### config.mk
export PLATFORM = sky130hd
export DESIGN_NAME = neuron_weight_sequencer
export DESIGN_NICKNAME = d
export VERILOG_FILES = /design/src/rtl/fnn_pkg.sv /design/src/rtl/neuron_mac_acc.sv /design/src/rtl/neuron_weight_sequencer.sv
export SDC_FILE = /design/constraint.sdc
export NUM_CORES = 1
export LEC_CHECK = 0
export ABC_CLOCK_PERIOD_IN_PS = 9200
export BUFFER_PORTS_ARGS = -buffer_cell sky130_fd_sc_hd__buf_2
export CORE_MARGIN = 4
export CORE_UTILIZATION = 51
export CTS_CLUSTER_SIZE = 20
export DETAILED_ROUTE_END_ITERATION = 8
export GPL_TIMING_DRIVEN = 0
export PLACE_DENSITY = 0.71
export SYNTH_ARGS = -nofsm -noshare
export SYNTH_HDL_FRONTEND = slang
export SYNTH_SLANG_ARGS = --single-unit
### constraint.sdc
create_clock -name clk -period 9.2 [get_ports clk]
set_input_delay 2.76 -clock clk [delete_from_list [all_inputs] [get_ports clk]]
set_output_delay 2.76 -clock clk [all_outputs]
set_load 0.02 [all_outputs]
### src/rtl/fnn_pkg.sv
// rtl/fnn_pkg.sv - shared types, format constants and shift/saturate helper for the FC layer
// Contents: seq_state_t (sequencer FSM states), DATA_W / FRAC_BITS (default Q format),
//           sat_trunc() (arithmetic right shift by frac, then clamp to a signed width-bit range).
package fnn_pkg;

  typedef enum logic [2:0] {IDLE, RUN, DRAIN, BIAS, OUT} seq_state_t;

  localparam int DATA_W    = 16;
  localparam int FRAC_BITS = 12;

  // Result is returned 64 bits wide so callers of any data width can cast it down.
  // The arithmetic shift truncates toward -inf.
  function automatic logic signed [63:0] sat_trunc(input logic signed [63:0] v,
                                                   input int unsigned        frac,
                                                   input int unsigned        width);
    logic signed [63:0] s;
    logic signed [63:0] hi;
    logic signed [63:0] lo;
    s  = v >>> frac;
    hi = (64'sd1 <<< (width - 1)) - 64'sd1;
    lo = -hi - 64'sd1;
    if (s > hi) begin
      return hi;
    end else if (s < lo) begin
      return lo;
    end
    return s;
  endfunction

endpackage

### src/rtl/neuron_mac_acc.sv
// rtl/neuron_mac_acc.sv - activation register, full-precision MAC, bias add and saturation
// Ports: clk, rst (sync, active high); clear (start of neuron: zero acc, latch bias);
//        bias; in_en/in_data (accepted activation); w_rdata (weight, one cycle after in_en);
//        bias_en (register the biased, rescaled, saturated sum); out_data.
import fnn_pkg::*;

module neuron_mac_acc #(
  parameter int numWeight = 30,
  parameter int dataWidth = DATA_W,
  parameter int fracBits  = FRAC_BITS
) (
  input  logic                 clk,
  input  logic                 rst,
  input  logic                 clear,
  input  logic [dataWidth-1:0] bias,
  input  logic                 in_en,
  input  logic [dataWidth-1:0] in_data,
  input  logic [dataWidth-1:0] w_rdata,
  input  logic                 bias_en,
  output logic [dataWidth-1:0] out_data
);

  // Headroom of clog2(numWeight)+1 bits keeps the sum of numWeight full products exact.
  localparam int ACC_W  = 2 * dataWidth + $clog2(numWeight) + 1;
  localparam int PROD_W = 2 * dataWidth;

  logic [dataWidth-1:0]     x_q, x_d;
  logic                     v_q, v_d;
  logic [dataWidth-1:0]     bias_q, bias_d;
  logic signed [ACC_W-1:0]  acc_q, acc_d;
  logic [dataWidth-1:0]     out_q, out_d;

  logic signed [PROD_W-1:0] w_ext, x_ext, prod;
  logic signed [ACC_W-1:0]  prod_ext, bias_sh, sum;
  logic signed [63:0]       sum_ext;

  always_comb begin
    // Operands are sign-extended to product width so the multiply is exact and warning-free.
    w_ext    = {{dataWidth{w_rdata[dataWidth-1]}}, w_rdata};
    x_ext    = {{dataWidth{x_q[dataWidth-1]}}, x_q};
    prod     = w_ext * x_ext;
    prod_ext = {{(ACC_W-PROD_W){prod[PROD_W-1]}}, prod};
    bias_sh  = {{(ACC_W-dataWidth){bias_q[dataWidth-1]}}, bias_q};
    bias_sh  = bias_sh <<< fracBits;
    sum      = acc_q + bias_sh;
    sum_ext  = {{(64-ACC_W){sum[ACC_W-1]}}, sum};

    x_d    = x_q;
    v_d    = in_en;
    bias_d = bias_q;
    acc_d  = acc_q;
    out_d  = out_q;

    if (in_en) begin
      x_d = in_data;
    end

    // v_q marks the cycle where w_rdata belongs to the activation held in x_q.
    if (clear) begin
      acc_d  = '0;
      bias_d = bias;
      v_d    = 1'b0;
    end else if (v_q) begin
      acc_d = acc_q + prod_ext;
    end

    if (bias_en) begin
      out_d = dataWidth'(sat_trunc(sum_ext, fracBits, dataWidth));
    end
  end

  always_ff @(posedge clk) begin
    if (rst) begin
      x_q    <= '0;
      v_q    <= 1'b0;
      bias_q <= '0;
      acc_q  <= '0;
      out_q  <= '0;
    end else begin
      x_q    <= x_d;
      v_q    <= v_d;
      bias_q <= bias_d;
      acc_q  <= acc_d;
      out_q  <= out_d;
    end
  end

  assign out_data = out_q;

endmodule

### src/rtl/neuron_weight_sequencer.sv
// rtl/neuron_weight_sequencer.sv - FSM, beat counter and handshakes for one neuron's weighted sum
// Ports: clk, rst (sync, active high); start/bias (begin a neuron, honoured in IDLE);
//        in_valid/in_data/in_ready (activation stream); w_ren/w_radd/w_rdata (weight read,
//        data one cycle after w_ren); out_valid/out_data/out_ready (result); busy (not IDLE).
import fnn_pkg::*;

module neuron_weight_sequencer #(
  parameter int numWeight    = 30,
  parameter int addressWidth = (numWeight > 1) ? $clog2(numWeight) : 1,
  parameter int dataWidth    = DATA_W,
  parameter int fracBits     = FRAC_BITS
) (
  input  logic                    clk,
  input  logic                    rst,
  input  logic                    start,
  input  logic [dataWidth-1:0]    bias,
  input  logic                    in_valid,
  input  logic [dataWidth-1:0]    in_data,
  output logic                    in_ready,
  output logic                    w_ren,
  output logic [addressWidth-1:0] w_radd,
  input  logic [dataWidth-1:0]    w_rdata,
  output logic                    out_valid,
  output logic [dataWidth-1:0]    out_data,
  input  logic                    out_ready,
  output logic                    busy
);

  localparam logic [addressWidth-1:0] LAST = addressWidth'(numWeight - 1);

  seq_state_t              state_q, state_d;
  logic [addressWidth-1:0] cnt_q, cnt_d;
  logic                    accept;
  logic                    clear;
  logic                    bias_en;

  always_comb begin
    state_d = state_q;
    cnt_d   = cnt_q;
    clear   = 1'b0;
    bias_en = 1'b0;
    accept  = (state_q == RUN) && in_valid;

    case (state_q)
      IDLE: begin
        if (start) begin
          clear   = 1'b1;
          cnt_d   = '0;
          state_d = RUN;
        end
      end
      RUN: begin
        if (accept) begin
          if (cnt_q == LAST) begin
            cnt_d   = '0;
            state_d = DRAIN;
          end else begin
            cnt_d = cnt_q + addressWidth'(1);
          end
        end
      end
      // The last weight arrives during DRAIN; BIAS then sees the complete sum.
      DRAIN: state_d = BIAS;
      BIAS: begin
        bias_en = 1'b1;
        state_d = OUT;
      end
      OUT: begin
        if (out_ready) begin
          state_d = IDLE;
        end
      end
      default: state_d = IDLE;
    endcase
  end

  always_ff @(posedge clk) begin
    if (rst) begin
      state_q <= IDLE;
      cnt_q   <= '0;
    end else begin
      state_q <= state_d;
      cnt_q   <= cnt_d;
    end
  end

  assign in_ready  = (state_q == RUN);
  assign w_ren     = accept;
  assign w_radd    = cnt_q;
  assign out_valid = (state_q == OUT);
  assign busy      = (state_q != IDLE);

  neuron_mac_acc #(
    .numWeight (numWeight),
    .dataWidth (dataWidth),
    .fracBits  (fracBits)
  ) u_mac (
    .clk      (clk),
    .rst      (rst),
    .clear    (clear),
    .bias     (bias),
    .in_en    (accept),
    .in_data  (in_data),
    .w_rdata  (w_rdata),
    .bias_en  (bias_en),
    .out_data (out_data)
  );

endmodule
Word-level counts from Yosys, hierarchy flattened

Index checks and enable logic that the tools add are counted.

Output and inout bits: 25
Flip-flop bits (word level): 95
Bits of input ports: 53
Logic and storage cells: 47

Multiplexer cells: 18
$mul: 1
$lt $le $gt $ge: 2
Reduce and logical (&&, ||, !) cells: 7
Add/subtract/negate cells: 3
Equal/unequal tests: 9

Operators by type and width:

| cell                 | number |
|---|---|
| $mux 16              | 3 |
| $add 38x28->38       | 1 |
| $add 38x32->38       | 1 |
| $mul 16x16->32       | 1 |
| $gt 26x16->1 const B | 1 |
| $lt 26x16->1 const B | 1 |
| $mux 5               | 3 |
| $pmux 3 s5           | 1 |
| $mux 3               | 4 |
| $pmux 5 s2           | 1 |
| $eq 3x2->1 const B   | 2 |
| $mux 1               | 6 |
| $ne 2x1->1 const B   | 3 |
| $add 5x1->5 const B  | 1 |
| $eq 5x5->1 const B   | 1 |
| $reduce_and 4->1     | 1 |
| $eq 3x1->1 const B   | 1 |
| $eq 3x3->1 const B   | 1 |
| $logic_not 3->1      | 1 |
| $reduce_and 3->1     | 1 |
| $reduce_bool 3->1    | 1 |
| $ne 2x2->1 const B   | 1 |
| $reduce_bool 2->1    | 1 |
| $reduce_or 2->1      | 1 |
| $logic_and 1x1->1    | 1 |

Logic depth before layout (Yosys ltp)

Gate-level depths: netlist of run 1.

Word-level depth: 6
Depth in mapped cells: 25
Depth with buffers taken out: 23

Hierarchy

From an unflattened synthesis of run 1, not the netlist that was laid out.

Cell total of the unflattened synthesis: 1847
Area total of the unflattened synthesis: 16776.1 sq um

By module, submodules not included:

| module                  | area each (sq um) | sequential area each (sq um) | cells an instance | instances |
|---|---|---|---|---|
| neuron_mac_acc          | 16275.6           | 1741.7                       | 1792              | 1 |
| neuron_weight_sequencer | 500.5             | 160.2                        | 55                | 1 |

Worst setup path before layout of run 1

No wires, ideal clock.

Path type: input to register
Start point: in w_rdata[15]
End point: reg u_mac.acc_q[37]
Data required time: 9.135 ns
Buffers on the path: 2
Setup slack: 0.352 ns
Setup time: 0.065 ns
Data arrival time: 8.782 ns
Stages on the path: 22
Cell sequence: clkbuf_1 > nand2_1 > inv_1 > fa_1 > fa_1 > fa_1 > fa_1 > fa_1 > inv_1 > fa_1 > inv_1 > ha_1 > clkbuf_1 > nand2_1 > nor4_1 > nand3_1 > a21oi_1 > and3b_1 > o311a_1 > o21ai_0 > mux2_2 > nor2_1

Longest elaborated chain between the ends: 2

RTL lines:

| item                   | line                          | text |
|---|---|---|
| start: declaration     | neuron_weight_sequencer.sv:22 | `input logic [dataWidth-1:0] w_rdata,` |
| $mul 16x16->32         | neuron_mac_acc.sv:41          | `prod = w_ext * x_ext;` |
| $add 38x32->38         | neuron_mac_acc.sv:64          | `acc_d = acc_q + prod_ext;` |
| end signal: assignment | neuron_mac_acc.sv:77          | `acc_q <= '0;` |
| end signal: assignment | neuron_mac_acc.sv:83          | `acc_q <= acc_d;` |
| end: declaration       | neuron_mac_acc.sv:30          | `logic signed [ACC_W-1:0] acc_q, acc_d;` |

No other way between the ends.
A chain may end at the register's enable or synchronous reset.

Final worst setup path of run 1

Start point: in w_rdata[7]
End point: reg u_mac.acc_q[36]

Same word-level chain as after synthesis.

==> results.sh, run 1 <==
export IMPL_power_frac_seq_pct=16.0
export IMPL_grt_pass1_vias=13990
export IMPL_reg2reg_depth=26
export IMPL_crit_type="primary input to flip-flop"
export IMPL_fmax_mhz=111.1
export IMPL_syn_inst=1912
export IMPL_globalplace_congestion=0.9382
export IMPL_route_detailed_drc=0
export IMPL_initial_core_util_pct=52.04
export IMPL_period_share_pct=97.80
export IMPL_die_width_um=190.9
export IMPL_placed_area_mm2=0.01801
export IMPL_cp_arrival_ns=9.22
export IMPL_grt_pass1_wl_um=72860
export IMPL_skew_ns=0.01165
export IMPL_grt_ovfl_total=0
export IMPL_yosys_register_bits=95
export IMPL_wl_per_cell_um=18.00
export IMPL_relSlewSlack_pct=38.07
export IMPL_routed_via_count=13100
export IMPL_antenna_found_initial=0
export IMPL_clk_pin_slew_worst_paths_ns=0.07
export IMPL_ys_warn_count=0
export IMPL_tns_ns=0
export IMPL_cap_violations=0
export IMPL_cp_common_cell="fa_1"
export IMPL_pre_cts_slack_ns=-0.9383
export IMPL_port_buffer_count=77
export IMPL_ir_worst_vdd_mv=0.09749
export IMPL_fin_area_mm2=0.01838
export IMPL_grt_total_usage_pct=25.49
export IMPL_setup_viol=0
export IMPL_synth_ff_type="dfxtp_1"
export IMPL_synth_cell_area_mm2=0.01706
export IMPL_slowest_stage="fa_1"
export IMPL_pwr_share_clk_pct=13.2
export IMPL_p_comb_share_pct=70.8
export IMPL_synth_area_per_cell_um2=8.923
export IMPL_critPathLaunchType="primary input"
export IMPL_numCtsBuffers=9
export IMPL_switching_power_mw=1.628
export IMPL_drive_gt1_share_pct=7.272
export IMPL_fp_dieH_um=190.9
export IMPL_hold_buffers=0
export IMPL_internal_power_mw=1.555
export IMPL_synth_edf_count=0
export IMPL_place_inst=2432
export IMPL_first_iter_violations=845
export IMPL_clk_path_buf_depth=2
export IMPL_leakage_nw=9.202
export IMPL_critPathMaxStageDelay_ns=0.55
export IMPL_hold_violations=0
export IMPL_setup_ws_ns=0.2027
export IMPL_routed_via_density=5.376
export IMPL_num_io_pins=78
export IMPL_synth_seq_area_share_pct=11.15
export IMPL_drtAntennaViolNets=0
export IMPL_ctsHtreeMaxLevel=3
export IMPL_rows=66
export IMPL_clk_latency_ns=0.37
export IMPL_coreArea_mm2=0.03278
export IMPL_worstMarginPinSlew_ns=0.9255
export IMPL_syn_num_nets=2426
export IMPL_hold_class="flip-flop to flip-flop"
export IMPL_drv_slew=0
export IMPL_hold_ws_ns=0.4644
export IMPL_dr_pass1_iters=5
export IMPL_drt_total_wl_um=43850
export IMPL_worst_hold_path_num_cells=2
export IMPL_hpwl_um=38080
export IMPL_cts_root_buf="clkbuf_16"
export IMPL_utilization_pct=56.06
export IMPL_final_instance_count_excl_fill=2436
export IMPL_synth_cell_type_count=74
export IMPL_fin_crit_ns=8.997
export IMPL_cts_sinks=95
export IMPL_status="complete, no violations"
export IMPL_switching_share_pct=51.16
export IMPL_report_power_total_mw=3.183
export IMPL_die_area_mm2=0.03644
export IMPL_syn_to_final_growth_pct=7.729
export IMPL_nNetsFinal=2503
export IMPL_async_flop_share_pct=0
export IMPL_critPathMaxFanout=16
export IMPL_power_density_mw_per_mm2=173.2
export IMPL_worstPathRequired_ns=9.42
export IMPL_end_kind="flip-flop"
export IMPL_rsz0062_at_grt="false"
export IMPL_grt_max_degree=22
export IMPL_cts_tree="done"
export IMPL_antennaDiodeCount=0
## worst max-delay path: cells and delay by family
family          cells  cell delay, ns
compound gates      5            0.91
fa+ha+maj           7            3.46
buf+inv             8            1.10
mux                 1            0.37
simple gates        4            0.59
## power groups by stage
stage	Sequential [mW]	Combinational (mW)	Clock, mW
final	0.510	2.25	0.419
after floorplan	0.510	1.64	0
after global placement	0.518	2.17	0
after CTS	0.509	2.25	0.426
after detailed placement	0.519	2.19	0
after global routing	0.516	2.57	0.442
## per-layer routing
metal / vias up / track usage, % / share of wire, %
met5: - / 0 / 0
met4: 0 / 8.149 / 3.3
met3: 79 / 4.364 / 5.9
met2: 352 / 44.30 / 50
met1: 6532 / 32.61 / 41
li1: 6133 / - / -
## state kept, by name, indices dropped and copies added, names as in the netlist
signal / count
u_mac.acc_q: 38
u_mac.bias_q: 16
state_q: 3
u_mac.v_q: 1
u_mac.x_q: 16
w_radd: 5
u_mac.out_data: 16
## placed cells by master (no fill, tap or decap), types with 4 or more instances in the layout
| cell | synthesis | routed |
|---|---|---|
| o21ai_0 | 32 | 29 |
| clkbuf_4 | 0 | 4 |
| mux2i_1 | 28 | 28 |
| o21a_1 | 11 | 11 |
| nand4_1 | 13 | 13 |
| fa_1 | 323 | 321 |
| nand3_1 | 20 | 19 |
| nor4_1 | 6 | 5 |
| o32ai_2 | 10 | 10 |
| nand2b_1 | 7 | 7 |
| clkbuf_2 | 3 | 4 |
| nor3_1 | 11 | 10 |
| a31oi_1 | 6 | 6 |
| a21o_1 | 14 | 14 |
| nand2_1 | 244 | 244 |
| inv_1 | 382 | 382 |
| xnor2_1 | 38 | 38 |
| a211oi_1 | 13 | 13 |
| clkbuf_16 | 0 | 9 |
| nor2b_1 | 5 | 5 |
| a221oi_1 | 4 | 4 |
| o21ai_1 | 3 | 6 |
| o21bai_1 | 6 | 6 |
| o211ai_1 | 10 | 10 |
| nor2_1 | 105 | 105 |
| or3_1 | 13 | 13 |
| buf_2 | 8 | 81 |
| xor2_1 | 18 | 18 |
| buf_1 | 5 | 5 |
| mux2_2 | 4 | 4 |
| and3_1 | 5 | 5 |
| a21oi_1 | 89 | 88 |
| ha_1 | 138 | 138 |
| dfxtp_1 | 95 | 95 |
| and2_1 | 121 | 121 |
| clkbuf_1 | 57 | 40 |
| o32ai_1 | 5 | 5 |
## kinds of logic after synthesis
logic type	share of synthesized area [%]
buffers and inverters	10.24
AND/OR/NAND/NOR	15.35
adder cells (fa/ha/maj)	48.02
XOR/XNOR	3.131
flip-flops	11.15
AO/OA/AOI/OAI	10.20
multiplexers	1.907
## timing repair
action                                  4_1_cts  5_1_grt
gates resized for setup                       5       16
setup buffers                                 3        0
gates cloned                                  0        0
pin swaps                                     2        0
endpoints found under the setup margin       15       12
## final cells by class
type,instances,area [µm²]
Clock inverter,6,83.83
Timing Repair Buffer,81,440.4
Fill cell,2998,14400
Sequential cell,95,1902
Inverter,383,1438
Tap cell,442,553.0
Buffer,60,259.0
Multi-Input combinational cell,1359,13470
Clock buffer,10,239.0
## synth_stat cells, drive strengths merged (3+ instances only)
master   count  area share, %
a2111oi      4           0.21
a211o        3           0.15
a211oi      14           0.65
a21boi       3           0.13
a21o        14           0.62
a21oi       89            2.6
a221oi       5           0.29
a31oi        6           0.22
and2       121            4.4
and3         5           0.18
buf         15           0.48
clkbuf      60            1.3
dfxtp       95             11
fa         323             38
ha         138             10
inv        382            8.4
mux2         4           0.26
mux2i       28            1.6
nand2      244            5.4
nand2b       7           0.26
nand3       20           0.59
nand4       13           0.48
nor2       105            2.3
nor2b        5           0.18
nor3        11           0.32
nor4         6           0.22
o211a        3           0.22
o211ai      11           0.51
o21a        11           0.48
o21ai       35            1.0
o21bai       6           0.26
o311ai       3           0.15
o31a         3           0.15
o32ai       15            1.2
or3         13           0.48
xnor2       39            2.0
xor2        19            1.1
## final timing paths
check	slack (ns)	startpoint	end
max reg2reg	1.66	u_mac.x_q[8]	u_mac.acc_q[36]
min reg2reg	0.46	u_mac.bias_q[5]	u_mac.bias_q[5]
min	0.46	u_mac.bias_q[5]	u_mac.bias_q[5]
max	0.20	w_rdata[7]	u_mac.acc_q[36]
No activity file was read; power rests on OpenSTA's default activity.
==> inputs of run 2 (changes only) <==
- ABC_AREA: unset -> 1
==> run 2 against run 1 <==
Via count up 15%. Area after synthesis up 6.2%. Largest cell class unchanged. Non-clock buffer count up 8. Clock-buffer cell count down 1. Maximum frequency up 1.9%. Critical endpoint is now u_mac.acc_q[29]. Highest routed layer unchanged. Power up 120%. Worst hold slack worse by 0.0063 ns. Critical path type unchanged. Sequential share of layout area down 0.52 points. Clock skew up 0.0061 ns. Flip-flop and latch count unchanged. Register-to-register slack better by 0.29 ns. Sequential power up 4%.
==> results.sh, run 2 <==
export IMPL_leakage_nw=11.52
export IMPL_pre_cts_slack_ns=-0.6152
export IMPL_globalplace_congestion=0.9660
export IMPL_grt_pass1_wl_um=80300
export IMPL_yosys_top_cells_area="fa_1 (36%), inv_1 (14%), dfxtp_1 (10%), nand2_1 (10%), ha_1 (9.5%)"
export IMPL_die_area_mm2=0.03862
export IMPL_layout_common_cells="inv_1 (667), nand2_1 (500), fa_1 (320)"
export IMPL_syn_to_final_growth_pct=6.786
export IMPL_rows=68
export IMPL_yosysTopAreaCellShare_pct=35.67
export IMPL_cp_common_cell="fa_1"
export IMPL_routed_via_density=5.102
export IMPL_hold_ws_ns=0.4581
export IMPL_critPathMaxFanout=10
export IMPL_skew_ns=0.01779
export IMPL_layout_commonest_cell="inv_1"
export IMPL_crit_type="primary input to flip-flop"
export IMPL_cp_num_buf_inv=6
export IMPL_cts_sinks=95
export IMPL_hold_buffers=0
export IMPL_placed_area_mm2=0.01901
export IMPL_synth_common_cells="inv_1 (667), nand2_1 (500), fa_1 (323)"
export IMPL_grt_total_usage_pct=26.20
export IMPL_clk_latency_ns=0.38
export IMPL_rsz0062_at_grt="true"
export IMPL_fin_area_mm2=0.01936
export IMPL_synth_cell_area_mm2=0.01813
export IMPL_synth_area_per_cell_um2=7.469
export IMPL_slowest_stage="fa_1"
export IMPL_power_density_mw_per_mm2=357.9
export IMPL_cap_violations=0
export IMPL_fin_crit_ns=8.830
export IMPL_multi_input_area_mm2=0.01338
export IMPL_grt_max_degree=22
export IMPL_fp_dieH_um=196.5
export IMPL_drt_total_wl_um=48260
export IMPL_utilization_pct=55.62
export IMPL_async_flop_share_pct=0
export IMPL_worstPathCellList="clkbuf_2, clkbuf_1, nand2_1, fa_1, fa_1, fa_1, fa_1, inv_1, fa_1, inv_1, fa_1, inv_1, ha_1, nand2_1, nor2_1, nand4_1, o211ai_1, a21oi_1, o21ai_2, nand2_1, nand3_1, nand3_1, nand2_1, inv_1"
export IMPL_yosysMostFrequentCell="inv_1"
export IMPL_routed_via_count=15100
export IMPL_crit_family="adder cells"
export IMPL_initial_core_util_pct=52.09
export IMPL_antenna_found_initial=0
export IMPL_die_width_um=196.5
export IMPL_route_detailed_drc=0
export IMPL_wl_per_cell_um=16.31
export IMPL_cts_setup_buffers=0
export IMPL_antennaDiodeCount=0
export IMPL_report_power_total_mw=6.928
export IMPL_yosys_register_bits=95
export IMPL_cp_arrival_ns=9.10
export IMPL_end_kind="flip-flop"
export IMPL_final_instance_count_excl_fill=2960
export IMPL_setup_ws_ns=0.3701
export IMPL_cts_root_buf="clkbuf_16"
export IMPL_ff_latch_area_mm2=0.001902
export IMPL_fmax_mhz=113.3
export IMPL_rrSetupSlack_ns=1.95
export IMPL_syn_inst=2427
export IMPL_hpwl_um=42200
export IMPL_grt_ovfl_total=0
export IMPL_nNetsFinal=3014
export IMPL_numCtsBuffers=9
export IMPL_grt_pass1_vias=15520
export IMPL_worstMarginPinSlew_ns=1.094
export IMPL_top_register="u_mac.acc_q"
export IMPL_largest_register_ffs=38
export IMPL_drive_gt1_share_pct=6.507
export IMPL_synth_cell_type_count=44
export IMPL_drtAntennaViolNets=0
export IMPL_critPathMaxStageDelay_ns=0.60
export IMPL_ctsHtreeMaxLevel=3
export IMPL_yosys_area_top_type="fa_1"
export IMPL_critPathLaunchType="primary input"
export IMPL_drv_slew=0
export IMPL_synth_edf_count=0
export IMPL_setup_viol=0
export IMPL_ir_worst_vdd_mv=0.5235
export IMPL_status="complete, no violations"
export IMPL_port_buffer_count=63
export IMPL_syn_num_nets=2941
export IMPL_clk_pin_slew_worst_paths_ns=0.07
export IMPL_ys_warn_count=0
export IMPL_clk_path_buf_depth=2
export IMPL_relSlewSlack_pct=26.86
export IMPL_cts_tree="done"
export IMPL_place_inst=2945
export IMPL_dr_pass1_iters=5
export IMPL_first_iter_violations=1082
export IMPL_period_share_pct=95.98
export IMPL_num_io_pins=78
export IMPL_coreArea_mm2=0.03480
export IMPL_synth_seq_area_share_pct=10.49
export IMPL_synth_ff_type="dfxtp_1"
export IMPL_hold_class="flip-flop to flip-flop"
export IMPL_hold_violations=0
export IMPL_tns_ns=0
export IMPL_fillers=3293
export IMPL_worstPathRequired_ns=9.47
==> run 2: changes by cell type after synthesis, moves of 28 or more <==
cell | before | now
and2_1 | 121 | 1
inv_1 | 382 | 667
mux2i_1 | 28 | 0
nand2_1 | 244 | 500
nor2_1 | 105 | 209
o21ai_0 | 32 | 94
==> run 2: repair_timing <==
| action | in CTS | in global routing |
|---|---|---|
| gates resized for setup | 0 | 34 |
| cloned | 0 | 0 |
| pin swaps | 0 | 0 |
| setup endpoints to repair | 1 | 12 |
==> run 2: power by group <==
part	switching [mW]	internal [mW]
sequential	0.0503	0.478
clock	0.201	0.220
combinational	3.83	2.15
==> run 2: final timing paths <==
kind / from / endpoint / cells past startpoint
min reg2reg: u_mac.bias_q[0] / u_mac.bias_q[0] / 2
min: u_mac.bias_q[0] / u_mac.bias_q[0] / 2
max: w_rdata[10] / u_mac.acc_q[29] / 24
max reg2reg: u_mac.x_q[9] / u_mac.acc_q[37] / 26
==> run 2: cells by family after synthesis <==
logic type                 after synthesis  share of synthesized area (%)
and+or+nand+nor                        827                          18.99
DFF                                     95                          10.49
buffers and inverters                  757                          15.78
AOI/OAI and AO/OA                      243                          7.413
adders and majority gates              461                          45.20
xor gates and xnor gates                44                          2.126
==> run 2: area by class of cell <==
class / instances / share of cell area [%]
plain buffers: 86 / 1.855
clock buffers: 9 / 1.164
clock inverters: 7 / 0.4719
inverters: 670 / 12.99
multi-input cells: 1575 / 69.11
flip-flops and latches: 95 / 9.825
well taps: 455 / 2.941
repair buffers: 63 / 1.642
==> run 2: layer usage <==
metal / part of all wire, % / global-route usage [%] / up-vias
met2: 47 / 42.51 / 411
li1: - / - / 7202
met4: 3.8 / 10.09 / 0
met3: 6.4 / 3.556 / 94
met5: 0 / 0 / -
met1: 43 / 36.02 / 7396
==> run 2: worst min-delay path: cells and delay by family (launching register included) <==
family,cells,cell delay (ns)
AO/OA/AOI/OAI,1,0.05
flip-flops,1,0.31
buffers and inverters,1,0.05
